### src/rtl/fetch_ctrl.sv
// Instruction-fetch sequencer: drives PC next/enable, runs one outstanding
// imem read, arbitrates exc/eret/branch redirects and buffers under stall.
module fetch_ctrl #(
  parameter logic [31:0] RESET_PC   = 32'h0000_3000,
  parameter logic [31:0] EXC_VECTOR = 32'h0000_4180
) (
  input  logic        clk,
  input  logic        rst_n,
  input  logic [31:0] pc,
  output logic [31:0] npc,
  output logic        pc_en,
  output logic        imem_req,
  input  logic        imem_ack,
  input  logic [31:0] imem_rdata,
  output logic        if_valid,
  output logic [31:0] if_instr,
  input  logic        stall,
  input  logic        br_valid,
  input  logic [31:0] br_target,
  input  logic        eret_valid,
  input  logic [31:0] epc,
  input  logic        exc_valid
);

  typedef enum logic [1:0] {BOOT, IDLE, WAIT, HOLD} state_t;

  state_t      state, state_nx;
  logic        pend_v, pend_v_nx;
  logic [1:0]  pend_prio, pend_prio_nx;
  logic [31:0] pend_tgt, pend_tgt_nx;
  logic [31:0] hold_instr, hold_instr_nx;

  logic        redir_v;
  logic [1:0]  redir_prio;
  logic [31:0] redir_raw, redir_tgt, seq_pc, done_tgt;
  logic        redir_wins;

  logic [31:0] npc_c, instr_c;
  logic        pc_en_c, req_c, ifv_c;

  assign redir_v    = exc_valid | eret_valid | br_valid;
  assign redir_prio = exc_valid ? 2'd2 : (eret_valid ? 2'd1 : 2'd0);
  assign redir_raw  = exc_valid ? EXC_VECTOR : (eret_valid ? epc : br_target);
  assign redir_tgt  = {redir_raw[31:2], 2'b00};
  assign seq_pc     = pc + 32'd4;
  // On equal priority the fresh redirect replaces the pending one.
  assign redir_wins = redir_v && (!pend_v || (redir_prio >= pend_prio));
  assign done_tgt   = redir_wins ? redir_tgt : pend_tgt;

  always_comb begin
    state_nx      = state;
    pend_v_nx     = pend_v;
    pend_prio_nx  = pend_prio;
    pend_tgt_nx   = pend_tgt;
    hold_instr_nx = hold_instr;
    npc_c         = seq_pc;
    pc_en_c       = 1'b0;
    req_c         = 1'b0;
    ifv_c         = 1'b0;
    instr_c       = imem_rdata;

    case (state)
      BOOT: state_nx = IDLE;
      IDLE: begin
        if (redir_v) begin
          pc_en_c = 1'b1;
          npc_c   = redir_tgt;
        end else if (!stall) begin
          req_c    = 1'b1;
          state_nx = WAIT;
        end
      end
      WAIT: begin
        req_c = 1'b1;
        if (!imem_ack && redir_wins) begin
          pend_v_nx    = 1'b1;
          pend_prio_nx = redir_prio;
          pend_tgt_nx  = redir_tgt;
        end
      end
      HOLD: begin
        ifv_c   = 1'b1;
        instr_c = hold_instr;
        if (redir_v) begin
          ifv_c    = 1'b0;
          pc_en_c  = 1'b1;
          npc_c    = redir_tgt;
          state_nx = IDLE;
        end else if (!stall) begin
          pc_en_c  = 1'b1;
          state_nx = IDLE;
        end
      end
      default: state_nx = BOOT;
    endcase

    // Completion overrides the WAIT/IDLE decisions above.
    if (req_c && imem_ack) begin
      if (redir_v || pend_v) begin
        pc_en_c   = 1'b1;
        npc_c     = done_tgt;
        pend_v_nx = 1'b0;
        state_nx  = IDLE;
      end else if (!stall) begin
        ifv_c    = 1'b1;
        pc_en_c  = 1'b1;
        state_nx = IDLE;
      end else begin
        hold_instr_nx = imem_rdata;
        state_nx      = HOLD;
      end
    end
  end

  always_ff @(posedge clk or negedge rst_n) begin
    if (!rst_n) begin
      state      <= BOOT;
      pend_v     <= 1'b0;
      pend_prio  <= 2'd0;
      pend_tgt   <= 32'd0;
      hold_instr <= 32'd0;
    end else begin
      state      <= state_nx;
      pend_v     <= pend_v_nx;
      pend_prio  <= pend_prio_nx;
      pend_tgt   <= pend_tgt_nx;
      hold_instr <= hold_instr_nx;
    end
  end

  // Outputs are forced quiet while reset is held, independent of the clock.
  assign npc      = rst_n ? npc_c   : RESET_PC;
  assign pc_en    = rst_n & pc_en_c;
  assign imem_req = rst_n & req_c;
  assign if_valid = rst_n & ifv_c;
  assign if_instr = rst_n ? instr_c : 32'd0;

endmodule
### config.mk
export PLATFORM = sky130hd
export DESIGN_NAME = fetch_ctrl
export DESIGN_NICKNAME = d
export VERILOG_FILES = /design/src/rtl/fetch_ctrl.sv
export SDC_FILE = /design/constraint.sdc
export NUM_CORES = 1
export LEC_CHECK = 0
export ABC_AREA = 0
export BUFFER_PORTS_ARGS = -buffer_cell sky130_fd_sc_hd__buf_2
export CORE_ASPECT_RATIO = 1.2
export CORE_UTILIZATION = 50
export DETAILED_ROUTE_END_ITERATION = 8
export GPL_TIMING_DRIVEN = 0
export PLACE_DENSITY = 0.79
export SETUP_SLACK_MARGIN = 0.05
export SYNTH_ARGS = -nofsm -noshare
export SYNTH_HDL_FRONTEND = slang
export SYNTH_SLANG_ARGS = --single-unit
export TNS_END_PERCENT = 1
### constraint.sdc
create_clock -name clk -period 2.9 [get_ports clk]
set_input_delay 0.29 -clock clk [delete_from_list [all_inputs] [get_ports clk]]
set_output_delay 0.29 -clock clk [all_outputs]
set_load 0.005 [all_outputs]
Yosys cells after proc, flatten, opt, wreduce, memory -nomap -nowiden
Index checks and enable logic that the tools add are counted.
{"block": "classes", "n_addsub": 1, "n_mul": 0, "n_div": 0, "n_lt_le_gt_ge": 1, "eq_ne": 6, "n_shift": 0, "n_mux": 38, "bitwise": 6, "reduce_logical": 13}
{"operator": "two-way mux 32 bit", "n": 10}
{"operator": "adder 32 x 3 -> 32 bit (second input constant)", "n": 1}
{"operator": "two-way mux 1 bit", "n": 17}
{"operator": "two-way mux 2 bit", "n": 8}
{"operator": "inequality test 3 bit (second input constant)", "n": 2}
{"operator": "case mux 2 bit (3 select lines)", "n": 1}
{"operator": "equality test 2 bit (second input constant)", "n": 2}
{"operator": "inequality test 4 bit (second input constant)", "n": 1}
{"operator": "case mux 1 bit (2 select lines)", "n": 2}
{"operator": "AND reduction 4 bit", "n": 1}
{"operator": "nonzero test 4 bit", "n": 1}
{"operator": "AND 1 bit", "n": 3}
{"operator": "logical AND 1 bit", "n": 3}
{"operator": "AND reduction 3 bit", "n": 1}
{"operator": "equality test 2 x 1 -> 1 bit (second input constant)", "n": 1}
{"operator": "greater-or-equal comparator 2 bit", "n": 1}
{"operator": "logical NOT 1 bit", "n": 2}
{"operator": "logical NOT 2 bit", "n": 1}
{"operator": "logical OR 1 bit", "n": 2}
{"operator": "OR 1 bit", "n": 2}
{"operator": "AND reduction 2 bit", "n": 1}
{"operator": "OR reduction 2 bit", "n": 1}
{"operator": "NOT 1 bit", "n": 1}
{"block": "word_totals", "reg_bits": 67, "latch_bits": 0, "ramBits": 0, "romBits": 0, "in_bits": 135, "out_inout_bits": 67, "elab_cells": 70, "memories": 0}

Logic depth before layout (Yosys ltp)
{"block": "logic_depth", "word_depth": 10, "depth_mapped": 10, "mapped_depth_nobuf": 7}

Least setup slack after synthesis
Ideal clock, no wire load.
{"block": "synth_timing", "path_kind": "input -> output", "start": "input port eret_valid", "end": "output port npc[2]", "arrival_ps": 2499, "required_ps": 2610, "setup_slack_ps": 111, "cell_stages": 10, "path_buffers": 3, "cell_sequence": "buf_6 clkbuf_1 nand2b_1 ha_1 nand2b_1 a21oi_1 nor2_1 clkbuf_1 nand2_1 a311oi_1"}
{"block": "synth_via", "elab_chain_len": 9, "word_cells_on_any_way": 19, "classes_between": "order compare: 1; mux: 12; bitwise: 2; reduce/logical: 4"}
{"element": "start, declared", "line_no": "20", "text": "input logic eret_valid,"}
{"element": "two-way mux 1 bit", "line_no": "42", "text": "assign redir_prio = exc_valid ? 2'd2 : (eret_valid ? 2'd1 : 2'd0);"}
{"element": "two-way mux 2 bit", "line_no": "42"}
{"element": "greater-or-equal comparator 2 bit", "line_no": "47", "text": "assign redir_wins = redir_v && (!pend_v || (redir_prio >= pend_prio));"}
{"element": "logical OR 1 bit", "line_no": "47"}
{"element": "logical AND 1 bit", "line_no": "47"}
{"element": "two-way mux 32 bit", "line_no": "48", "text": "assign done_tgt = redir_wins ? redir_tgt : pend_tgt;"}
{"element": "two-way mux 32 bit", "line_no": "99", "text": "if (redir_v || pend_v) begin"}
{"element": "two-way mux 32 bit *", "line_no": "98", "text": "if (req_c && imem_ack) begin"}
{"element": "two-way mux 32 bit *", "line_no": "132", "text": "assign npc = rst_n ? npc_c : RESET_PC;"}
{"element": "end, declared", "line_no": "10", "text": "output logic [31:0] npc,"}
Mark *: on every way between the ends. The rest lies on a longest branch, timed or not.

Worst setup path in the final report
{"block": "layout_timing", "start": "register state[0]", "end": "output port npc[7]"}
{"block": "layout_via", "elab_chain_len": 6, "word_cells_on_any_way": 10, "classes_between": "eq/ne: 3; mux: 5; reduce/logical: 2"}
{"element": "start, declared", "line_no": "27", "text": "state_t state, state_nx;"}
{"element": "start signal, assigned", "line_no": "123", "text": "state <= state_nx;"}
{"element": "equality test 2 bit or equality test 2 x 1 -> 1 bit (tied branches)", "line_no": "62", "text": "case (state)"}
{"element": "OR reduction 2 bit (no line)"}
{"element": "two-way mux 32 bit"}
{"element": "two-way mux 32 bit", "line_no": "99"}
{"element": "two-way mux 32 bit *", "line_no": "98"}
{"element": "two-way mux 32 bit *", "line_no": "132"}
Marks and branches as above.

==> impl_metrics.ini <==
[outcome]
outcome = finished, final reports clean

[routing]
vias = 5582
wl_um = 17390
wl_per_cell_um = 18.22
drt_first_iter_violations = 577
dr.pass1.iters = 6
drtAntennaViolNets = 0
drc_errors = 0
avgViaCountPerCell = 5.851

[synth]
synthArstFlopShare_pct = 100.0
synth_ff_type = dfrtp_1
synth.avg_cell_area_sq_um = 8.593
synth.most_common_cell = nand2_1
syn_nets = 747
synth_commonest_cells = nand2_1, nor2_1, dfrtp_1
synth-edff-count = 0
synth_top_area_share_pct = 32.25
synthDistinctLibCells = 52
ys_seq_elements = 67
yosysWarningCount = 0
netlist_area_sq_mm = 0.005199
netlist_instances = 605
seq_area_frac_synth_pct = 32.25
yosys.area.top_type = dfrtp_1
synthTopCellsByArea = dfrtp_1, mux2i_1, mux2_4

[floorplan]
core_area_sq_mm = 0.01006
die-width_um = 95.09
die_area_sq_mm = 0.01081
fp-row-count = 40
ios = 202
start_util_pct = 51.68
fp.dieH_um = 113.7

[power_and_ir_drop]
p_per_area_mw_per_mm2 = 694.8
power.leakage_nw = 3.549
irDropWorstVdd_mv = 0.4247

[clock_tree]
clkTransAtPathRegs_ps = 60
h-tree-depth = 3
root_buffer = clkbuf_16
cts.sinks = 67
cts_tree = done
cts_buffer_depth = 2
clk_latency_ps = 340
cts_buffers = 9

[setup_path]
cp_common_cell = nand2_1
crit_chain = inv_1 > ha_1 > nand2_1 > o21bai_4 > or2_2 > clkbuf_4 > nand2_1 > o32ai_1 > buf_2
cp_slowest_stage_delay_ps = 400
critPathBufInv = 3
start_kind = flop
arrival_ps = 2530
cp_slowest_cell = dfrtp_1
worstSetupPathType = flop to output port
worst_setup_path_end_kind = output port
cp.required_ps = 2610
cp_max_fo = 10
path_delay_family = simple AND/OR/NAND/NOR gates

[sta]
finalClockSkew_ps = 9.393
period_minus_slack_ps = 2820
hold_viol = 0
slew_viol_final = 0
max_freq_ghz = 0.3546
rsz0062_at_grt = yes
finalSetupViolCount = 0
relSlewSlack_pct = 54.03
fin_crit_sh_pct = 97.24
tightest_slew_ps = 689.6

[global_route]
antenna_found_initial = 0
grt_pass1_vias = 5383
grt_max_degree = 39
gr-total-overflow = 0
grt_pass1_wl_um = 26210
grt_use_total_pct = 32.04

[worst_hold_path]
min_path_type = primary input to flop

[flow_run]
max_cap_viol_count = 0

[cells_and_area]
area_delta_synth_final_pct = 33.57
drive_above_1_share_pct = 37.20
final_nets = 965
final_core_util_pct = 69.03
antenna_cells = 0
stdcell_count = 954

[place]
dpl.hpwl_um = 12790
gp_congestion = 0.9238
port_buffers = 196
place_inst = 928
[placed cells by master (no fill, tap or decap), drive strengths merged, types with 2 or more instances in the layout]
cell / n
xnor2: 14
nor3: 14
a221o: 2
clkinv: 3
or3: 2
nor2b: 4
nand2b: 4
nand2: 94
inv: 10
a22oi: 5
xor2: 9
and3: 11
mux2: 34
a21o: 2
and2: 4
nand4: 12
buf: 217
o221ai: 9
dfrtp: 67
o21ai: 23
or2: 10
mux2i: 65
clkbuf: 40
a311oi: 5
a211oi: 10
nand3: 22
o211ai: 6
ha: 7
nor4: 5
o32ai: 8
nor2: 80
and4: 5
a21oi: 9
o22ai: 3
[where the power goes]
part           internal [mW]  leakage, nW  switching, mW
Clock                  0.649        0.142          0.420
Combinational           1.07         2.51           1.33
Sequential              1.19        0.896          0.170
[flip-flops by register name, indices dropped and copies added, names as in the netlist]
register    cells
pend_tgt       30
hold_instr     32
pend_prio       2
state           2
pend_v          1
[per-stage QoR]
stage                     setup WS [ps]  power [mW]  TNS [ps]  hold slack, ps  cell area, sq um
after detailed placement         -824.5       3.476    -14070           88.93              6367
after CTS                         21.73       4.650         0           193.0              6815
after floorplan                   111.4       2.716         0          -5.591              5199
after global routing             -22.62       5.079    -128.6           206.0              6944
final                             80.18       4.825         0           198.8              6944
after global placement           -725.6       3.401    -24610           456.8              6337
[cells by family after synthesis]
logic type / count (synthesis) / share of synthesized area, %
AO/OA/AOI/OAI: 89 / 12.03
AND/OR/NAND/NOR: 271 / 23.97
multiplexers: 99 / 21.90
XOR/XNOR: 23 / 3.875
buffers and inverters: 49 / 4.284
flip-flops: 67 / 32.25
adder cells (fa/ha/maj): 7 / 1.685
[area by class of cell]
class / count / area (sq um)
Tap cell: 126 / 157.7
Clock buffer: 13 / 270.3
Multi-Input combinational cell: 489 / 3440
Inverter: 11 / 41.29
Fill cell: 827 / 3115
Timing Repair Buffer: 207 / 1126
Buffer: 38 / 211.5
Sequential cell: 67 / 1677
Clock inverter: 3 / 21.27
[worst paths after layout]
check / startpoint / slack, ps / endpoint / cells after the start
worst min register to register: pend_tgt[19] / 480 / pend_tgt[19] / 2
worst max-delay path: state[0] / 80 / npc[7] / 9
worst min-delay path: imem_rdata[13] / 200 / hold_instr[13] / 2
worst max register to register: pend_prio[0] / 650 / pend_tgt[30] / 7
min in group asynchronous: rst_n / 280 / pend_tgt[22] / 2
max in group asynchronous: rst_n / 2060 / pend_tgt[12] / 4
[metal layers]
metal	part of all wire [%]	up-vias	routed length [um]	global-route usage, %
met5	0	-	0	0
met4	5.2	0	912	21.11
met3	8.6	53	1501	5.467
met2	48	328	8340	53.43
met1	38	2602	6632	37.33
li1	-	2599	-	-
[what timing repair did]
action / CTS / global route
hold buffers: 3 / 0
pin swaps: 2 / 4
gates resized for setup: 22 / 23
endpoints found under the setup margin: 32 / 60
buffers inserted: 2 / 5
endpoints found under the hold margin: 29 / 0
No activity file was read; power rests on OpenSTA's default activity.
